<file path="src/rtl/stream_upsize_arb.sv">
// stream_upsize_arb: packet-atomic round-robin arbiter feeding one shared stream_upsize input
// Ports:
//   clk, rst_n                                clock, asynchronous active-low reset
//   src_en_i                                  per-source enable, looked at only when arbitrating
//   s_data_i, s_last_i, s_valid_i, s_ready_o  N_SRC narrow source streams, source k data in [k*W +: W]
//   m_data_o, m_last_o, m_valid_o, m_ready_i  muxed stream towards the upsizer
//   grant_o                                   current or most recently granted source
//   busy_o                                    high while a packet is being forwarded
//   pkt_cnt_o                                 packets completed since reset, wrapping
module stream_upsize_arb #(
    parameter int T_DATA_WIDTH = 4,
    parameter int N_SRC        = 4,
    parameter int CNT_WIDTH    = 16,
    localparam int GW          = (N_SRC > 1) ? $clog2(N_SRC) : 1
) (
    input  logic                          clk,
    input  logic                          rst_n,
    input  logic [N_SRC-1:0]              src_en_i,
    input  logic [N_SRC*T_DATA_WIDTH-1:0] s_data_i,
    input  logic [N_SRC-1:0]              s_last_i,
    input  logic [N_SRC-1:0]              s_valid_i,
    output logic [N_SRC-1:0]              s_ready_o,
    output logic [T_DATA_WIDTH-1:0]       m_data_o,
    output logic                          m_last_o,
    output logic                          m_valid_o,
    input  logic                          m_ready_i,
    output logic [GW-1:0]                 grant_o,
    output logic                          busy_o,
    output logic [CNT_WIDTH-1:0]          pkt_cnt_o
);
    typedef enum logic {IDLE, XFER} state_t;

    state_t                  state, state_nxt;
    logic [GW-1:0]           grant, last_grant, arb_idx, cand;
    logic [N_SRC-1:0]        req;
    logic                    arb_hit, pkt_done;
    logic [T_DATA_WIDTH-1:0] src_data [N_SRC];

    for (genvar k = 0; k < N_SRC; k++) begin : g_unpack
        assign src_data[k] = s_data_i[k*T_DATA_WIDTH +: T_DATA_WIDTH];
    end

    assign req      = s_valid_i & src_en_i;
    assign pkt_done = m_valid_o & m_ready_i & m_last_o;
    assign grant_o  = grant;

    // Search starts just after the previous winner and wraps, so the last
    // served source has the lowest priority in the next round.
    always_comb begin
        arb_idx = grant;
        arb_hit = 1'b0;
        cand    = '0;
        for (int i = 1; i <= N_SRC; i++) begin
            cand = GW'((int'(last_grant) + i) % N_SRC);
            if (!arb_hit && req[cand]) begin
                arb_hit = 1'b1;
                arb_idx = cand;
            end
        end
    end

    always_ff @(posedge clk or negedge rst_n) begin
        if (!rst_n)
            state <= IDLE;
        else
            state <= state_nxt;
    end

    // XFER always falls back to IDLE after the last beat, giving the one-cycle
    // arbitration gap between packets.
    always_comb begin
        state_nxt = (state == IDLE) ? (arb_hit ? XFER : IDLE) : (pkt_done ? IDLE : XFER);
    end

    always_comb begin
        busy_o           = (state == XFER);
        m_data_o         = src_data[grant];
        m_valid_o        = busy_o & s_valid_i[grant];
        m_last_o         = busy_o & s_last_i[grant];
        s_ready_o        = '0;
        s_ready_o[grant] = busy_o & m_ready_i;
    end

    always_ff @(posedge clk or negedge rst_n) begin
        if (!rst_n) begin
            grant      <= '0;
            last_grant <= GW'(N_SRC - 1);
            pkt_cnt_o  <= '0;
        end else begin
            if (state == IDLE && arb_hit)
                grant <= arb_idx;
            if (pkt_done) begin
                last_grant <= grant;
                pkt_cnt_o  <= pkt_cnt_o + CNT_WIDTH'(1);
            end
        end
    end
endmodule

</file>
<file path="config.mk">
export PLATFORM = sky130hd
export DESIGN_NAME = stream_upsize_arb
export DESIGN_NICKNAME = d
export VERILOG_FILES = /design/src/rtl/stream_upsize_arb.sv
export SDC_FILE = /design/constraint.sdc
export NUM_CORES = 1
export LEC_CHECK = 0
export CORE_MARGIN = 2
export CORE_UTILIZATION = 39
export CTS_CLUSTER_DIAMETER = 50
export DETAILED_ROUTE_END_ITERATION = 10
export PLACE_DENSITY = 0.77
export SYNTH_ARGS = -nofsm -noshare
export SYNTH_HDL_FRONTEND = slang
export SYNTH_SLANG_ARGS = --single-unit
</file>
<file path="constraint.sdc">
create_clock -name clk -period 1.45 [get_ports clk]
set_input_delay 0.145 -clock clk [delete_from_list [all_inputs] [get_ports clk]]
set_output_delay 0.145 -clock clk [all_outputs]
set_load 0.01 [all_outputs]
</file>
==> results of run 1 <==
==> cells in the mapped netlist (2+ instances only) <==
master     n
dfrtp_1   19
xnor2_1   15
nand2_1    8
nand3_2    7
nor2_1     7
and3_1     6
nand4_1    6
and2_1     4
and4_1     4
mux4_1     4
nand4_2    4
buf_6      3
inv_1      3
mux2i_1    3
nor3_1     3
o22ai_1    3
a211oi_1   2
a21o_1     2
and3_2     2
dfstp_2    2
mux2_4     2
==> cells in the final DEF (no fill, tap or decap), types with 2 or more instances in the layout <==
cell type,Yosys,final
a211oi_2,0,2
a21o_1,2,2
and2_1,4,2
and2_4,0,2
and3_1,6,5
and3_2,2,2
and4_1,4,4
buf_12,1,5
buf_2,1,5
buf_4,0,25
buf_6,3,8
clkbuf_8,0,3
clkdlybuf4s50_1,0,45
dfrtp_1,19,12
dfrtp_2,0,7
dfstp_2,2,2
dlygate4sd2_1,0,3
inv_1,3,3
mux2_4,2,2
mux2i_4,0,2
mux4_2,1,5
nand2_1,8,7
nand3_2,7,6
nand4_1,6,6
nand4_4,0,3
nor2_1,7,3
nor2_2,0,4
nor3_1,3,2
o22ai_1,3,2
xnor2_1,15,13
xnor2_2,0,2
==> per-stage QoR <==
step / TNS [ns] / setup slack [ns] / utilization (%) / total power (uW) / hold WS [ns]
2_1_floorplan: -1.24 / -0.132 / - / 1900 / -0.151
3_3_place_gp: -6.87 / -0.358 / 63.3 / 2690 / 0.416
3_5_place_dp: -7.87 / -0.378 / 63.3 / 2750 / 0.416
4_1_cts: -5.06 / -0.259 / 66.6 / 3330 / 0.129
5_1_grt: -7.10 / -0.344 / 70.0 / 3780 / 0.137
6_report: -5.27 / -0.260 / 70.0 / 3570 / 0.131
==> repair_timing <==
item,4_1_cts,5_1_grt
hold buffers,0,0
cloned,1,0
pin swaps,10,11
buffers inserted,9,2
resized for setup,57,28
endpoints found under the setup margin,34,36
==> area by class of cell <==
class / instances / share of cell area, %
Sequential cell: 21 / 21.3
Multi-Input combinational cell: 97 / 37.7
Tap cell: 48 / 2.38
Inverter: 3 / 0.446
Timing Repair Buffer: 93 / 36.4
Clock buffer: 4 / 1.78
==> per-layer routing <==
layer | track usage (%) | wire length (um)
met5 | 0 | 0
met4 | 9.57 | 99
met3 | 3.82 | 296
met2 | 41.0 | 2270
met1 | 23.6 | 1610
==> sequential cells by signal, indices dropped and copies added, names as in the netlist <==
register,cells
pkt_cnt_o,16
busy_o,1
last_grant,2
grant_o,2
==> final timing paths <==
check,depth (start not counted),to
setup / recovery,8,pkt_cnt_o[13]$_DFFE_PN0P_
max in group asynchronous,2,pkt_cnt_o[8]$_DFFE_PN0P_
hold / removal,1,busy_o$_DFF_PN0_
setup reg to reg,8,pkt_cnt_o[13]$_DFFE_PN0P_
hold reg to reg,1,pkt_cnt_o[15]$_DFFE_PN0P_
min in group clk,1,pkt_cnt_o[15]$_DFFE_PN0P_
==> kinds of logic after synthesis <==
group           synth area share [%]
buf+inv                         4.86
compound gates                  9.82
xor+xnor                        9.12
simple gates                    25.6
fa+ha+maj                      0.869
flops                           36.7
mux                             13.0
==> worst max-delay path, delay by kind of cell, from the launching register on <==
kind	cells	cell delay (ns)
multiplexers	1	0.20
AO/OA/AOI/OAI	1	0.14
AND/OR/NAND/NOR	1	0.12
flip-flops	1	0.45
XOR/XNOR	1	0.15
buffers and inverters	4	0.52
==> power by group <==
part	total, uW	internal, uW	switching [uW]
sequential	909	732	177
combinational	2270	1320	951
clock	387	196	191
==> results.py, run 1 <==
metrics = {
    "outcome": {
        "status": "finished, violations left",
        "violations": "negative setup slack",
    },
    "yosys": {
        "syn_nets": 158,
        "ys_seq_area_share_pct": 36.7,
        "synth-seq-cells": 21,
        "ys.flop_type": "dfrtp_1",
        "ys_types": 38,
        "synth_warnings": 0,
        "synth_cells": 126,
        "synth_edf_count": 0,
        "synth.cell_area_um2": 1440,
        "syn_area_per_cell_um2": 11.4,
        "synth_top_area_share_pct": 33.0,
        "yosysTopAreaCell": "dfrtp_1",
        "synth-async-reset-ratio_pct": 100,
        "synthTopCellsByArea": "dfrtp_1 33%, xnor2_1 9.1%, mux4_1 7.3%, nand3_2 4.9%, dfstp_2 3.6%",
    },
    "route": {
        "drcViolationCount": 0,
        "first_iter_violations": 92,
        "wl_per_cell_um": 16.1,
        "drtAntennaViolNets": 0,
        "drt_wl_total_mm": 4.28,
        "vias": 1429,
        "firstDrtPassIters": 6,
        "viasPerCell": 5.37,
    },
    "floorplanning": {
        "die_width_um": 64.8,
        "coreArea_um2": 3610,
        "die_area_um2": 4190,
        "num_io_pins": 60,
        "initial_core_util_pct": 39.9,
        "die_y_um": 64.8,
        "rows": 22,
    },
    "clock_tree": {
        "path_clk_slew_ns": 0.08,
        "numCtsBuffers": 3,
        "worstSkewPairLatency_ns": 0.26,
        "cts.sinks": 21,
        "clockBufferDepth": 2,
        "cts_tree": "yes",
        "h-tree-depth": 1,
        "cts-root-buf": "clkbuf_8",
    },
    "setup_path": {
        "crit_path_start": "grant_o[1]$_DFFE_PN0P_",
        "cp_cell_sequence": "mux2i_4 > buf_4 > buf_4 > o22ai_4 > buf_12 > buf_12 > nand4_1 > xnor2_1",
        "cp_max_fo": 5,
        "regToRegStartpoint": "grant_o[1]$_DFFE_PN0P_",
        "cp-end-kind": "register",
        "cp_slowest_cell": "dfrtp_2",
        "critPathArrivalTime_ns": 1.86,
        "cp.required_ns": 1.60,
        "worstSetupStartpointType": "register",
        "rrSetupSlack_ns": -0.26,
        "path_class": "register to register",
        "cp_slowest_stage_delay_ns": 0.45,
    },
    "sta": {
        "finalCritPeriodShare_pct": 118,
        "fin_crit_ns": 1.71,
        "drv_slew": 0,
        "slew_headroom_pct": 78.7,
        "finalHoldViolations": 0,
        "worstMarginPinSlew_ns": 0.318,
        "setup_viol": 28,
        "final.setup_skew_ns": 0.00549,
        "clock.fmax_mhz": 585,
        "rsz0062_at_grt": "true",
        "finalWorstSetupSlack_ns": -0.260,
    },
    "final_layout": {
        "multi_input_area_um2": 952,
        "areaGrowthSynthToFinish_pct": 75.3,
        "n_antenna_cell": 0,
        "seqCellArea_um2": 537,
        "num-nets-final": 251,
        "nFillCells": 247,
        "final_area_um2": 2520,
        "layout.cells.non_filler": 266,
        "drive_gt1_share_pct": 44.5,
    },
    "worst_hold_path": {
        "hold_class": "input pin to asynchronous set/reset pin",
    },
    "place": {
        "dpl.cell_count": 250,
        "gp_congestion": 0.790,
        "io_buffers": 59,
        "dp_hpwl_mm": 3.15,
        "dpl_cell_area_um2": 2280,
    },
    "grt": {
        "grt_pass1_wl_mm": 6.96,
        "grt_pass1_vias": 1506,
        "grt.overflow.total": 0,
        "grt_max_degree": 12,
        "grt_antenna_before_repair": 0,
        "grt.total_usage_pct": 21.8,
    },
    "flow_run": {
        "max_cap_viol_count": 0,
    },
    "power": {
        "irDropWorstVdd_mv": 0.851,
        "p_leak_uw": 0.00109,
        "power-per-cell-area_nw_per_um2": 1410,
    },
}
(Power assumes the default switching activity.)
==> run 2: changes to the inputs <==
--- a/config.mk
+++ b/config.mk
@@ -10,6 +10,7 @@
 export CTS_CLUSTER_DIAMETER = 50
 export DETAILED_ROUTE_END_ITERATION = 10
 export PLACE_DENSITY = 0.77
+export SKIP_CTS_REPAIR_TIMING = 1
 export SYNTH_ARGS = -nofsm -noshare
 export SYNTH_HDL_FRONTEND = slang
 export SYNTH_SLANG_ARGS = --single-unit
==> run 2 against run 1 <==
Effect of this change: first-iteration DRC count increased by 27%; fmax decreased by 1.5%; final area decreased by 2.4%; global-route usage decreased by 0.81 points; the flow still finishes with violations (negative setup slack); hold slack got worse by 0.0018 ns; combinational power decreased by 8%; die area unchanged; critical path type is now register to output port; sequential share of layout area increased by 0.57 points.
==> results.py, run 2 (synthesized netlist as in run 1, its figures left out) <==
metrics = {
    "sta": {
        "worstMarginPinSlew_ns": 0.376,
        "rsz0062_at_grt": "true",
        "drv_slew": 0,
        "finalCritPeriodShare_pct": 120,
        "slew_headroom_pct": 74.9,
        "final.setup_skew_ns": 0.00628,
        "clock.fmax_mhz": 576,
        "finalWorstSetupSlack_ns": -0.286,
        "fin_crit_ns": 1.74,
        "setup_viol": 27,
        "finalHoldViolations": 0,
    },
    "setup_path": {
        "crit_path_start": "grant_o[0]$_DFFE_PN0P_",
        "regToRegStartpoint": "grant_o[0]$_DFFE_PN0P_",
        "critPathArrivalTime_ns": 1.59,
        "cp.required_ns": 1.31,
        "path_class": "register to output port",
        "cp-end-kind": "output port",
        "worstRegToRegCells": 5,
        "worstSetupStartpointType": "register",
        "cp_max_fo": 2,
    },
    "clock_tree": {
        "worstSkewPairLatency_ns": 0.27,
        "cts-root-buf": "clkbuf_8",
        "path_clk_slew_ns": 0.08,
        "numCtsBuffers": 3,
        "clockBufferDepth": 2,
        "h-tree-depth": 1,
        "cts_tree": "yes",
        "cts.sinks": 21,
    },
    "place": {
        "dpl.cell_count": 250,
        "gp_congestion": 0.790,
        "dp_hpwl_mm": 3.15,
        "io_buffers": 59,
        "dpl_cell_area_um2": 2280,
    },
    "route": {
        "vias": 1377,
        "drcViolationCount": 0,
        "viasPerCell": 5.28,
        "met3_length_um": 242,
        "drtAntennaViolNets": 0,
        "route.met2.wl_mm": 2.21,
        "wl_per_cell_um": 16.0,
        "first_iter_violations": 117,
        "maxUsedRoutingLayer": "met4",
        "drt_wl_total_mm": 4.16,
        "firstDrtPassIters": 5,
        "wl_met1_mm": 1.65,
    },
    "flow_run": {
        "max_cap_viol_count": 0,
    },
    "floorplanning": {
        "num_io_pins": 60,
        "die_width_um": 64.8,
        "coreArea_um2": 3610,
        "rows": 22,
        "die_area_um2": 4190,
        "die_y_um": 64.8,
        "initial_core_util_pct": 39.9,
    },
    "final_layout": {
        "num-nets-final": 246,
        "drive_gt1_share_pct": 41.8,
        "final_cell_mix": "45 x clkdlybuf4s50_1, 20 x buf_4, 11 x xnor2_1, 11 x dfrtp_1",
        "areaGrowthSynthToFinish_pct": 71.2,
        "largest_reg_flops": 16,
        "nFillCells": 267,
        "multi_input_area_um2": 932,
        "n_antenna_cell": 0,
        "layout.cells.non_filler": 261,
        "final_common_cell": "clkdlybuf4s50_1",
        "final_area_um2": 2460,
        "seqCellArea_um2": 538,
        "largest_register": "pkt_cnt_o",
    },
    "grt": {
        "grt_pass1_wl_mm": 6.67,
        "grt.overflow.total": 0,
        "grt_antenna_before_repair": 0,
        "grt_pass1_vias": 1411,
        "grt_max_degree": 16,
        "grt.total_usage_pct": 21.0,
    },
    "power": {
        "irDropWorstVdd_mv": 0.937,
        "power-per-cell-area_nw_per_um2": 1370,
        "p_leak_uw": 0.00111,
    },
    "outcome": {
        "violations": "negative setup slack",
        "status": "finished, violations left",
    },
    "worst_hold_path": {
        "hold_class": "input pin to asynchronous set/reset pin",
    },
}
run 2: cell types whose count changed in the layout (fill, tap and decap cells not counted), sizes merged:
cell / delta
dlymetal6s2s: +4
clkbuf: +4
buf: -10
dlygate4sd2: -3
run 2: stage by stage:
step / util [%] / setup WS (ns) / hold WS, ns / setup TNS (ns) / total power (uW)
5_1_grt: 68.4 / -0.349 / 0.138 / -7.64 / 3570
2_1_floorplan: - / -0.132 / -0.151 / -1.24 / 1900
4_1_cts: 64.5 / -0.664 / 0.129 / -10.26 / 3150
6_report: 68.4 / -0.286 / 0.129 / -5.76 / 3370
3_3_place_gp: 63.3 / -0.358 / 0.416 / -6.87 / 2690
3_5_place_dp: 63.3 / -0.378 / 0.416 / -7.87 / 2750
run 2: cell type report:
cell class	instances	area share, %
multi-input cells	97	37.8
repair buffers	88	35.6
flip-flops and latches	21	21.8
well taps	48	2.44
clock buffers	4	1.83
inverters	3	0.457
run 2: worst paths after layout:
kind,to,slack [ns]
min in group clk,pkt_cnt_o[15]$_DFFE_PN0P_,0.48
worst max register to register,pkt_cnt_o[1]$_DFFE_PN0P_,-0.28
max in group asynchronous,pkt_cnt_o[10]$_DFFE_PN0P_,0.87
worst max-delay path,m_last_o,-0.29
worst min-delay path,busy_o$_DFF_PN0_,0.13
worst min register to register,pkt_cnt_o[15]$_DFFE_PN0P_,0.48
run 2: report_power, final:
part	switching (uW)	internal [uW]
sequential	177	732
combinational	885	1190
clock	192	196
total	1250	2120
run 2: layer usage:
layer,vias to the layer above,track usage [%]
met5,-,0
met4,0,8.78
met3,4,4.51
met2,54,38.4
met1,672,23.3
li1,647,-
run 2: worst max-delay path, cell delays in order (launching register included):
cell and delay [ns]:
dfrtp_2 0.39, buf_6 0.11, mux4_2 0.52, and2_4 0.18
clkbuf_2 0.12
